<file path="src/rtl/perf_counter_bank.sv">
// ----------------------------------------------------------------------------
// perf_counter_bank
//
// Bank of NumCh event counters used for core performance statistics
// (cycles, jumps, branches, bubbles, load-use stalls, BHT hit/fail, ...).
//
// Features:
//   - per-channel increment on level-sampled event strobes, gated by en
//   - global synchronous clear of live counters and overflow flags
//   - atomic snapshot of every live counter into a shadow set
//   - wrap (Saturate=0) or saturate (Saturate=1) on overflow, with a
//     sticky per-channel overflow flag
//   - registered readout mux, manually selected or auto-scanned (for the
//     7-segment display), with cur_ch always naming the channel in rd_data
//
// Ports:
//   clk       in   1        clock, all state updates on the rising edge
//   rst_n     in   1        synchronous reset, active low, overrides all
//   en        in   1        global count enable
//   evt       in   NumCh    per-channel event strobes
//   clr       in   1        clear live counters and overflow flags
//   snap      in   1        copy live counters into the shadow set
//   use_snap  in   1        readout source: 1 = shadow, 0 = live
//   scan_en   in   1        1 = auto-rotate channel, 0 = channel follows sel
//   sel       in   SelBit   manual channel select
//   cur_ch    out  SelBit   channel currently driving rd_data
//   rd_data   out  CntBit   registered value of channel cur_ch
//   ovf       out  NumCh    sticky overflow flags
//
// All outputs come straight from registers; there is no combinational
// path from any input to any output.
// ----------------------------------------------------------------------------
module perf_counter_bank #(
    parameter int NumCh    = 8,
    parameter int CntBit   = 32,
    parameter int SelBit   = 3,
    parameter int Saturate = 0,
    parameter int DwellCnt = 100000000
) (
    input  logic              clk,
    input  logic              rst_n,
    input  logic              en,
    input  logic [NumCh-1:0]  evt,
    input  logic              clr,
    input  logic              snap,
    input  logic              use_snap,
    input  logic              scan_en,
    input  logic [SelBit-1:0] sel,
    output logic [SelBit-1:0] cur_ch,
    output logic [CntBit-1:0] rd_data,
    output logic [NumCh-1:0]  ovf
);

    // Dwell counter must hold 0..DwellCnt-1; keep at least one bit so a
    // DwellCnt of 1 (advance every cycle) still elaborates cleanly.
    localparam int              DwW     = (DwellCnt > 1) ? $clog2(DwellCnt) : 1;
    localparam logic [DwW-1:0]  DwLast  = DwW'(DwellCnt - 1);
    localparam logic [CntBit-1:0] CntMax = {CntBit{1'b1}};
    localparam logic [SelBit-1:0] LastCh = SelBit'(NumCh - 1);

    // ------------------------------------------------------------------
    // State
    // ------------------------------------------------------------------
    logic [CntBit-1:0] r_live   [NumCh];
    logic [CntBit-1:0] r_shadow [NumCh];
    logic [NumCh-1:0]  r_ovf;
    logic [DwW-1:0]    r_dwell;
    logic [SelBit-1:0] r_cur_ch;
    logic [CntBit-1:0] r_rd_data;

    // ------------------------------------------------------------------
    // Next-state helpers
    // ------------------------------------------------------------------
    logic [NumCh-1:0]  w_inc;
    logic [NumCh-1:0]  w_at_max;
    logic [DwW-1:0]    w_next_dwell;
    logic [SelBit-1:0] w_next_ch;
    logic [CntBit-1:0] w_rd_next;

    // A clear wins over a same-cycle increment, so it masks the increment.
    assign w_inc = (en && !clr) ? evt : '0;

    always_comb begin
        w_at_max = '0;
        for (int i = 0; i < NumCh; i++) begin
            w_at_max[i] = (r_live[i] == CntMax);
        end
    end

    // Channel selection. Leaving scan mode snaps back to sel with the dwell
    // counter parked at 0, so re-entering scan mode starts from whatever
    // channel is showing with a full dwell period ahead of it.
    always_comb begin
        w_next_ch    = r_cur_ch;
        w_next_dwell = r_dwell;
        if (!scan_en) begin
            w_next_ch    = sel;
            w_next_dwell = '0;
        end else if (r_dwell == DwLast) begin
            w_next_dwell = '0;
            w_next_ch    = (r_cur_ch == LastCh) ? '0 : r_cur_ch + SelBit'(1);
        end else begin
            w_next_dwell = r_dwell + DwW'(1);
        end
    end

    // Readout mux keyed on the channel cur_ch takes at this same edge, so
    // the pair (cur_ch, rd_data) is always self-consistent. The values read
    // are the pre-edge register contents, hence live readout lags the
    // counter by one cycle. Channels beyond NumCh read as zero.
    always_comb begin
        w_rd_next = '0;
        for (int i = 0; i < NumCh; i++) begin
            if (w_next_ch == SelBit'(i)) begin
                w_rd_next = use_snap ? r_shadow[i] : r_live[i];
            end
        end
    end

    // ------------------------------------------------------------------
    // Live counters and sticky overflow flags
    // ------------------------------------------------------------------
    always_ff @(posedge clk) begin
        if (!rst_n) begin
            for (int i = 0; i < NumCh; i++) begin
                r_live[i] <= '0;
            end
            r_ovf <= '0;
        end else if (clr) begin
            for (int i = 0; i < NumCh; i++) begin
                r_live[i] <= '0;
            end
            r_ovf <= '0;
        end else begin
            for (int i = 0; i < NumCh; i++) begin
                if (w_inc[i]) begin
                    if (w_at_max[i]) begin
                        r_ovf[i]  <= 1'b1;
                        r_live[i] <= (Saturate != 0) ? CntMax : '0;
                    end else begin
                        r_live[i] <= r_live[i] + CntBit'(1);
                    end
                end
            end
        end
    end

    // ------------------------------------------------------------------
    // Shadow set: captures the pre-edge live values, so a snap coinciding
    // with clr or an increment still records the value before that edge.
    // ------------------------------------------------------------------
    always_ff @(posedge clk) begin
        if (!rst_n) begin
            for (int i = 0; i < NumCh; i++) begin
                r_shadow[i] <= '0;
            end
        end else if (snap) begin
            for (int i = 0; i < NumCh; i++) begin
                r_shadow[i] <= r_live[i];
            end
        end
    end

    // ------------------------------------------------------------------
    // Channel select, dwell counter and registered readout
    // ------------------------------------------------------------------
    always_ff @(posedge clk) begin
        if (!rst_n) begin
            r_dwell   <= '0;
            r_cur_ch  <= '0;
            r_rd_data <= '0;
        end else begin
            r_dwell   <= w_next_dwell;
            r_cur_ch  <= w_next_ch;
            r_rd_data <= w_rd_next;
        end
    end

    assign cur_ch  = r_cur_ch;
    assign rd_data = r_rd_data;
    assign ovf     = r_ovf;

endmodule

</file>
<file path="config.mk">
export PLATFORM = sky130hd
export DESIGN_NAME = perf_counter_bank
export DESIGN_NICKNAME = d
export VERILOG_FILES = /design/src/rtl/perf_counter_bank.sv
export SDC_FILE = /design/constraint.sdc
export NUM_CORES = 1
export LEC_CHECK = 0
export CELL_PAD_IN_SITES_DETAIL_PLACEMENT = 0
export CELL_PAD_IN_SITES_GLOBAL_PLACEMENT = 1
export CORE_ASPECT_RATIO = 0.9
export CORE_MARGIN = 3
export CORE_UTILIZATION = 49
export CTS_BUF_LIST = sky130_fd_sc_hd__clkbuf_4
export CTS_CLUSTER_SIZE = 16
export DETAILED_ROUTE_END_ITERATION = 10
export PLACE_DENSITY = 0.78
export SYNTH_ARGS = -nofsm -noshare
export SYNTH_HDL_FRONTEND = slang
export SYNTH_SLANG_ARGS = --single-unit
</file>
<file path="constraint.sdc">
create_clock -name clk -period 13.4 [get_ports clk]
set_input_delay 3.35 -clock clk [delete_from_list [all_inputs] [get_ports clk]]
set_output_delay 3.35 -clock clk [all_outputs]
set_load 0.01 [all_outputs]
</file>
==> impl_metrics.py, run 1 <==
metrics = {
    "clock_network": {
        "clkTransAtPathRegs_ns": 0.07,
        "cts_setup_buffers": 0,
        "cts_buffers": 155,
        "cts_tree": "done",
        "cts_sinks": 582,
        "clock_latency_ns": 1.03,
        "root_buffer": "clkbuf_4",
        "htreeDepth": 4,
        "cts_max_path_buffers": 3,
        "ctsHoldBuffers": 0,
        "cts_resized": 0,
    },
    "die": {
        "die_y_um": 237,
        "die_w_um": 263,
        "num_rows": 84,
        "core_um2": 58600,
        "dieArea_um2": 62500,
        "ios": 61,
        "start_util_pct": 49.7,
    },
    "drt": {
        "vias": 20500,
        "antenna_left": 0,
        "routed_wl_mm": 81.7,
        "avgViaCountPerCell": 5.96,
        "drc_errors": 0,
        "detail_route.wl_per_cell_um": 23.7,
        "dr.pass1.iters": 6,
        "drt-initial-drc-count": 2314,
    },
    "power_and_ir_drop": {
        "powerDensity_nw_per_um2": 129,
        "irDropWorstVdd_mv": 0.0606,
        "leakage_nw": 12.2,
        "power_mw": 4.18,
    },
    "yosys": {
        "syn_area_um2": 29200,
        "synth_top_area_cell": "edfxtp_1",
        "seq_area_frac_synth_pct": 57.5,
        "synthDistinctLibCells": 48,
        "synth-edff-count": 512,
        "synthFlopType": "edfxtp_1",
        "synth_top_area_share_pct": 52.7,
        "synth-seq-cells": 582,
        "synthCells": 2429,
        "syn_nets": 2458,
        "synth-async-reset-ratio_pct": 0,
        "syn_area_per_cell_um2": 12.0,
        "ys_warn_count": 0,
        "synthTopCellsByArea": "edfxtp_1 53%, mux4_2 6.2%, and3_1 5.2%",
    },
    "setup_path": {
        "crit_fanout": 28,
        "cp.depth": 8,
        "ff2ff_path_depth": 9,
        "crit_type": "in -> reg",
        "endpoint_kind": "flip-flop",
        "crit_path_top_delay_cell": "nand2_1",
        "crit_chain": "clkdlybuf4s50_1, o21ai_0, nor3_1, or3_1, nand2_1, o22ai_1, a221oi_1, o22ai_1",
        "arrival_ns": 7.50,
        "cp-start-kind": "input pin",
        "max_stage_delay_ns": 0.97,
        "critPathBufInv": 1,
        "cp_top_family": "simple AND/OR/NAND/NOR gates",
        "crit_top_cell": "o22ai_1",
        "required_ns": 14.32,
    },
    "sta": {
        "min_period_over_period_pct": 49.1,
        "rsz0062_at_grt": "false",
        "setup-tns-final_ns": 0,
        "max_freq_ghz": 0.152,
        "slew_headroom_pct": 13.3,
        "finalCriticalPeriod_ns": 6.58,
        "fin_worst_skew_ns": 0.0631,
        "report.final.slew_viol_count": 0,
        "worst_pin_slew_ns": 1.30,
        "setup_viol": 0,
        "hold_violations": 0,
    },
    "cells_and_area": {
        "fillers": 5036,
        "area_delta_synth_final_pct": 11.1,
        "drive_gt1_share_pct": 14.8,
        "nets": 2568,
    },
    "job": {
        "drv_cap": 0,
    },
    "placement": {
        "hpwl_mm": 54.0,
        "globalplace.congestion": 0.866,
        "io_buffer_count": 60,
    },
    "grt": {
        "grtUsageTotal_pct": 26.3,
        "grt_max_degree": 133,
        "overflow": 0,
        "grt_first_pass_wirelength_mm": 124,
        "grt_pass1_vias": 19700,
        "grt_antenna_before_repair": 3,
    },
    "min_path": {
        "hp-class": "reg -> reg",
        "whs_path_depth": 2,
    },
    "run_status": {
        "outcome": "complete, no violations",
    },
}
through the flow:
stage               utilization (%)  setup slack, ns  instance area, um2  hold WS, ns  instances
floorplan                         -             2.99               29200        0.430       2429
global placement               51.7             5.93               30300        0.441       3156
detailed placement             51.7             5.93               30300        0.459       3156
CTS                            55.3             7.02               32400        0.481       3439
global route                   55.3             6.54               32400        0.502       3445
finish                         55.3             6.82               32400        0.473       3446
tightest hold or removal path, stage by stage (launching register included):
cell	delay (ns)
dfxtp_1	0.33
a31oi_1	0.04
nor2_1	0.07
synth_stat cells, drive strengths merged (5+ instances only):
master	count
clkbuf	88
and4	22
nand4	54
nor4	8
edfxtp	512
and3	244
dfxtp	70
o211ai	30
a22oi	22
o21ai	22
mux2i	83
nand2b	11
nor2	364
nand2	144
or2	9
inv	29
a221oi	15
nor3	26
o22ai	35
nor2b	5
mux4	80
a21oi	21
xor2	161
buf	47
ha	11
or3	14
a31oi	9
and2	79
nand3	101
mux2	6
xnor2	92
area by class of cell:
type                            instances  area [um2]  share of cell area [%]
Clock buffer                          243        1820                    5.63
Clock inverter                         40         235                   0.726
Multi-Input combinational cell       1683       11700                    36.0
Timing Repair Buffer                   88         815                    2.51
Tap cell                              774         968                    2.99
Inverter                               29         109                   0.336
Antenna cell                            7        17.5                  0.0540
Sequential cell                       582       16800                    51.7
cells by family after synthesis:
group                    after synthesis  synth area share [%]
XOR/XNOR                             253                  7.60
buffers and inverters                164                  2.51
flip-flops                           582                  57.5
multiplexers                         169                  9.26
AO/OA/AOI/OAI                        164                  3.84
AND/OR/NAND/NOR                     1086                  18.8
adder cells (fa/ha/maj)               11                 0.472
power breakdown:
| group | total, mW | internal, mW | switching (mW) |
|---|---|---|---|
| sequential | 2.18 | 2.07 | 0.106 |
| combinational | 0.348 | 0.139 | 0.209 |
| clock | 1.65 | 0.880 | 0.768 |
| total | 4.18 | 3.09 | 1.08 |
layout by cell type, fill, tap and decap left out, drive strengths merged, types with 15 or more instances in the layout:
cell type | synthesis | layout
o211ai | 30 | 30
a21oi | 21 | 21
xor2 | 161 | 161
nor2 | 364 | 364
nand2 | 144 | 144
inv | 29 | 31
clkinv | 0 | 35
a22oi | 22 | 22
nor3 | 26 | 26
clkdlybuf4s50 | 0 | 57
o22ai | 35 | 35
and3 | 244 | 244
mux4 | 80 | 80
dfxtp | 70 | 70
edfxtp | 512 | 512
a221oi | 15 | 15
clkbuf | 88 | 243
xnor2 | 92 | 92
nand4 | 54 | 54
and2 | 79 | 79
buf | 47 | 31
mux2i | 83 | 83
and4 | 22 | 22
o21ai | 22 | 22
nand3 | 101 | 101
flip-flops by register name, indices dropped and copies added (netlist names):
signal    count
r_dwell      27
rd_data      32
r_shadow    256
ovf           8
cur_ch        3
r_live      256
metal layers:
metal,track usage [%],vias up,share of wire (%)
met5,0,-,0
met4,11.6,0,3.5
met3,9.38,154,11
met2,35.9,920,42
met1,37.8,10200,43
li1,-,9289,-
final timing paths:
kind | startpoint | end | slack [ns]
worst min register to register | ovf[0]$_SDFFE_PP0P_ | ovf[0]$_SDFFE_PP0P_ | 0.47
worst min-delay path | ovf[0]$_SDFFE_PP0P_ | ovf[0]$_SDFFE_PP0P_ | 0.47
worst max-delay path | scan_en | rd_data[6]$_SDFF_PN0_ | 6.82
worst max register to register | r_dwell[0]$_SDFF_PP0_ | rd_data[6]$_SDFF_PN0_ | 8.83
(Power assumes the default switching activity.)
==> run 2: changes to the inputs <==
Clock period 13.4 ns to 6.65 ns, I/O delays scaled along.
==> run 2 against run 1 <==
Against the previous run:
- total power increased by 100%
- final area increased by 0.50%
- non-clock buffer count increased by 6
- clock-buffer cell count increased by 10
- sequential share of layout area decreased by 0.26 points
- hold slack got worse by 0.0013 ns
- utilization increased by 0.28 points
- critical endpoint is now rd_data[13]$_SDFF_PN0_
- largest cell class unchanged
==> impl_metrics.py, run 2 (synthesis results as in run 1) <==
metrics = {
    "run_status": {
        "outcome": "complete, no violations",
    },
    "setup_path": {
        "cp-start-kind": "flip-flop",
        "crit_fanout": 25,
        "reg2reg_from": "r_dwell[0]$_SDFF_PP0_",
        "endpoint": "rd_data[13]$_SDFF_PN0_",
        "cp.depth": 9,
        "crit_path_top_delay_cell": "and3_1",
        "ff2ff_path_depth": 9,
        "regToRegSetupSlack_ns": 2.73,
        "critPathBufInv": 0,
        "max_stage_delay_ns": 0.98,
        "cp_top_family": "compound AO/OA/AOI/OAI gates",
        "arrival_ns": 4.78,
        "endpoint_kind": "flip-flop",
        "r2r-end": "rd_data[13]$_SDFF_PN0_",
        "crit_chain": "ha_1, and4_1, nand2_1, o31ai_1, o22a_1, and3_1, a22oi_1, o211ai_1, nor2_1",
        "required_ns": 7.51,
        "startpoint": "r_dwell[0]$_SDFF_PP0_",
        "crit_type": "reg -> reg",
    },
    "die": {
        "dieArea_um2": 62500,
        "num_rows": 84,
        "die_w_um": 263,
        "die_y_um": 237,
        "core_um2": 58600,
        "start_util_pct": 49.7,
        "ios": 61,
    },
    "cells_and_area": {
        "area_delta_synth_final_pct": 11.7,
        "finalInstanceArea_um2": 32600,
        "drive_gt1_share_pct": 15.2,
        "nets": 2575,
        "final_cell_mix": "512 x edfxtp_1, 364 x nor2_1, 253 x clkbuf_4, 244 x and3_1, 161 x xor2_1",
        "final_common_cell": "edfxtp_1",
    },
    "clock_network": {
        "cts_max_path_buffers": 3,
        "htreeDepth": 4,
        "ctsHoldBuffers": 0,
        "cts_setup_buffers": 0,
        "cts_tree": "done",
        "cts_buffers": 156,
        "cts_resized": 0,
        "clock_latency_ns": 1.00,
        "clkTransAtPathRegs_ns": 0.06,
        "root_buffer": "clkbuf_4",
        "cts_sinks": 582,
    },
    "drt": {
        "avgViaCountPerCell": 5.95,
        "drt-initial-drc-count": 2454,
        "routed_wl_mm": 80.2,
        "drc_errors": 0,
        "antenna_left": 0,
        "detail_route.wl_per_cell_um": 23.2,
        "dr.pass1.iters": 9,
        "vias": 20500,
    },
    "sta": {
        "setup-tns-final_ns": 0,
        "setup_viol": 0,
        "rsz0062_at_grt": "false",
        "report.final.slew_viol_count": 0,
        "finalCriticalPeriod_ns": 3.92,
        "slew_headroom_pct": 18.4,
        "worst_pin_slew_ns": 1.22,
        "max_freq_ghz": 0.255,
        "min_period_over_period_pct": 59.0,
        "hold_violations": 0,
        "fin_worst_skew_ns": 0.0501,
    },
    "placement": {
        "hpwl_mm": 53.1,
        "dpl-instance-area_um2": 30500,
        "io_buffer_count": 60,
        "globalplace.congestion": 1.00,
    },
    "grt": {
        "grt_first_pass_wirelength_mm": 121,
        "grt_max_degree": 119,
        "grt_pass1_vias": 19700,
        "overflow": 0,
        "grt_antenna_before_repair": 3,
        "grtUsageTotal_pct": 25.6,
    },
    "job": {
        "drv_cap": 0,
    },
    "power_and_ir_drop": {
        "leakage_nw": 12.3,
        "powerDensity_nw_per_um2": 260,
        "irDropWorstVdd_mv": 0.144,
    },
    "min_path": {
        "hp-class": "reg -> reg",
    },
}
-- run 2: changes by cell type in the layout (fill, tap and decap cells not counted) --
cell	before	now
clkbuf_4	243	253
buf_12	0	5
bufinv_16	3	4
clkinv_2	5	0
buf_4	29	30
clkinv_1	30	23
-- run 2: worst reg2reg max path, cell delays in order (launching register included) --
cell and delay [ns]:
dfxtp_1 0.37, ha_1 0.23, and4_1 0.32, nand2_1 0.18, o31ai_1 0.43, o22a_1 0.57, and3_1 0.98, a22oi_1 0.30
o211ai_1 0.35, nor2_1 0.07
-- run 2: cell type report --
| cell class | count | area, um2 |
|---|---|---|
| Clock inverter | 29 | 214 |
| Fill cell | 4934 | 26100 |
| Timing Repair Buffer | 94 | 922 |
| Inverter | 29 | 109 |
| Multi-Input combinational cell | 1683 | 11700 |
| Antenna cell | 7 | 17.5 |
| Tap cell | 774 | 968 |
| Clock buffer | 253 | 1900 |
| Sequential cell | 582 | 16800 |
-- run 2: how the worst min path moves through the flow --
stage                               start               endpoint  depth (start not counted)
finish              r_dwell[0]$_SDFF_PP0_  r_dwell[0]$_SDFF_PP0_                          1
global route          ovf[4]$_SDFFE_PP0P_    ovf[4]$_SDFFE_PP0P_                          2
CTS                 r_dwell[0]$_SDFF_PP0_  r_dwell[0]$_SDFF_PP0_                          1
detailed placement    ovf[3]$_SDFFE_PP0P_    ovf[3]$_SDFFE_PP0P_                          2
global placement    r_dwell[0]$_SDFF_PP0_  r_dwell[0]$_SDFF_PP0_                          1
floorplan           r_dwell[0]$_SDFF_PP0_  r_dwell[0]$_SDFF_PP0_                          1
-- run 2: metrics by stage --
stage	instances	hold WS, ns	worst slack (ns)	util [%]	total power [mW]
finish	3451	0.471	2.73	55.6	8.48
global route	3446	0.507	2.61	55.5	8.83
CTS	3444	0.478	2.77	55.5	8.56
detailed placement	3162	0.462	1.90	51.9	5.17
global placement	3162	0.439	1.96	51.9	5.15
floorplan	2429	0.430	0.957	-	4.83
-- run 2: layer usage --
layer | vias to the layer above | wire (um) | GRT usage (%)
met1 | 10200 | 35600 | 37.7
met3 | 132 | 7480 | 6.20
met5 | - | 109 | 1.13
li1 | 9290 | - | -
met4 | 4 | 2770 | 10.8
met2 | 898 | 34200 | 36.3
-- run 2: report_power, final --
group          leakage, nW  internal (mW)  total (mW)  switching, mW
sequential            6.33           4.18        4.37          0.195
clock                 1.27           1.87        3.38           1.51
combinational         4.73          0.287       0.732          0.445
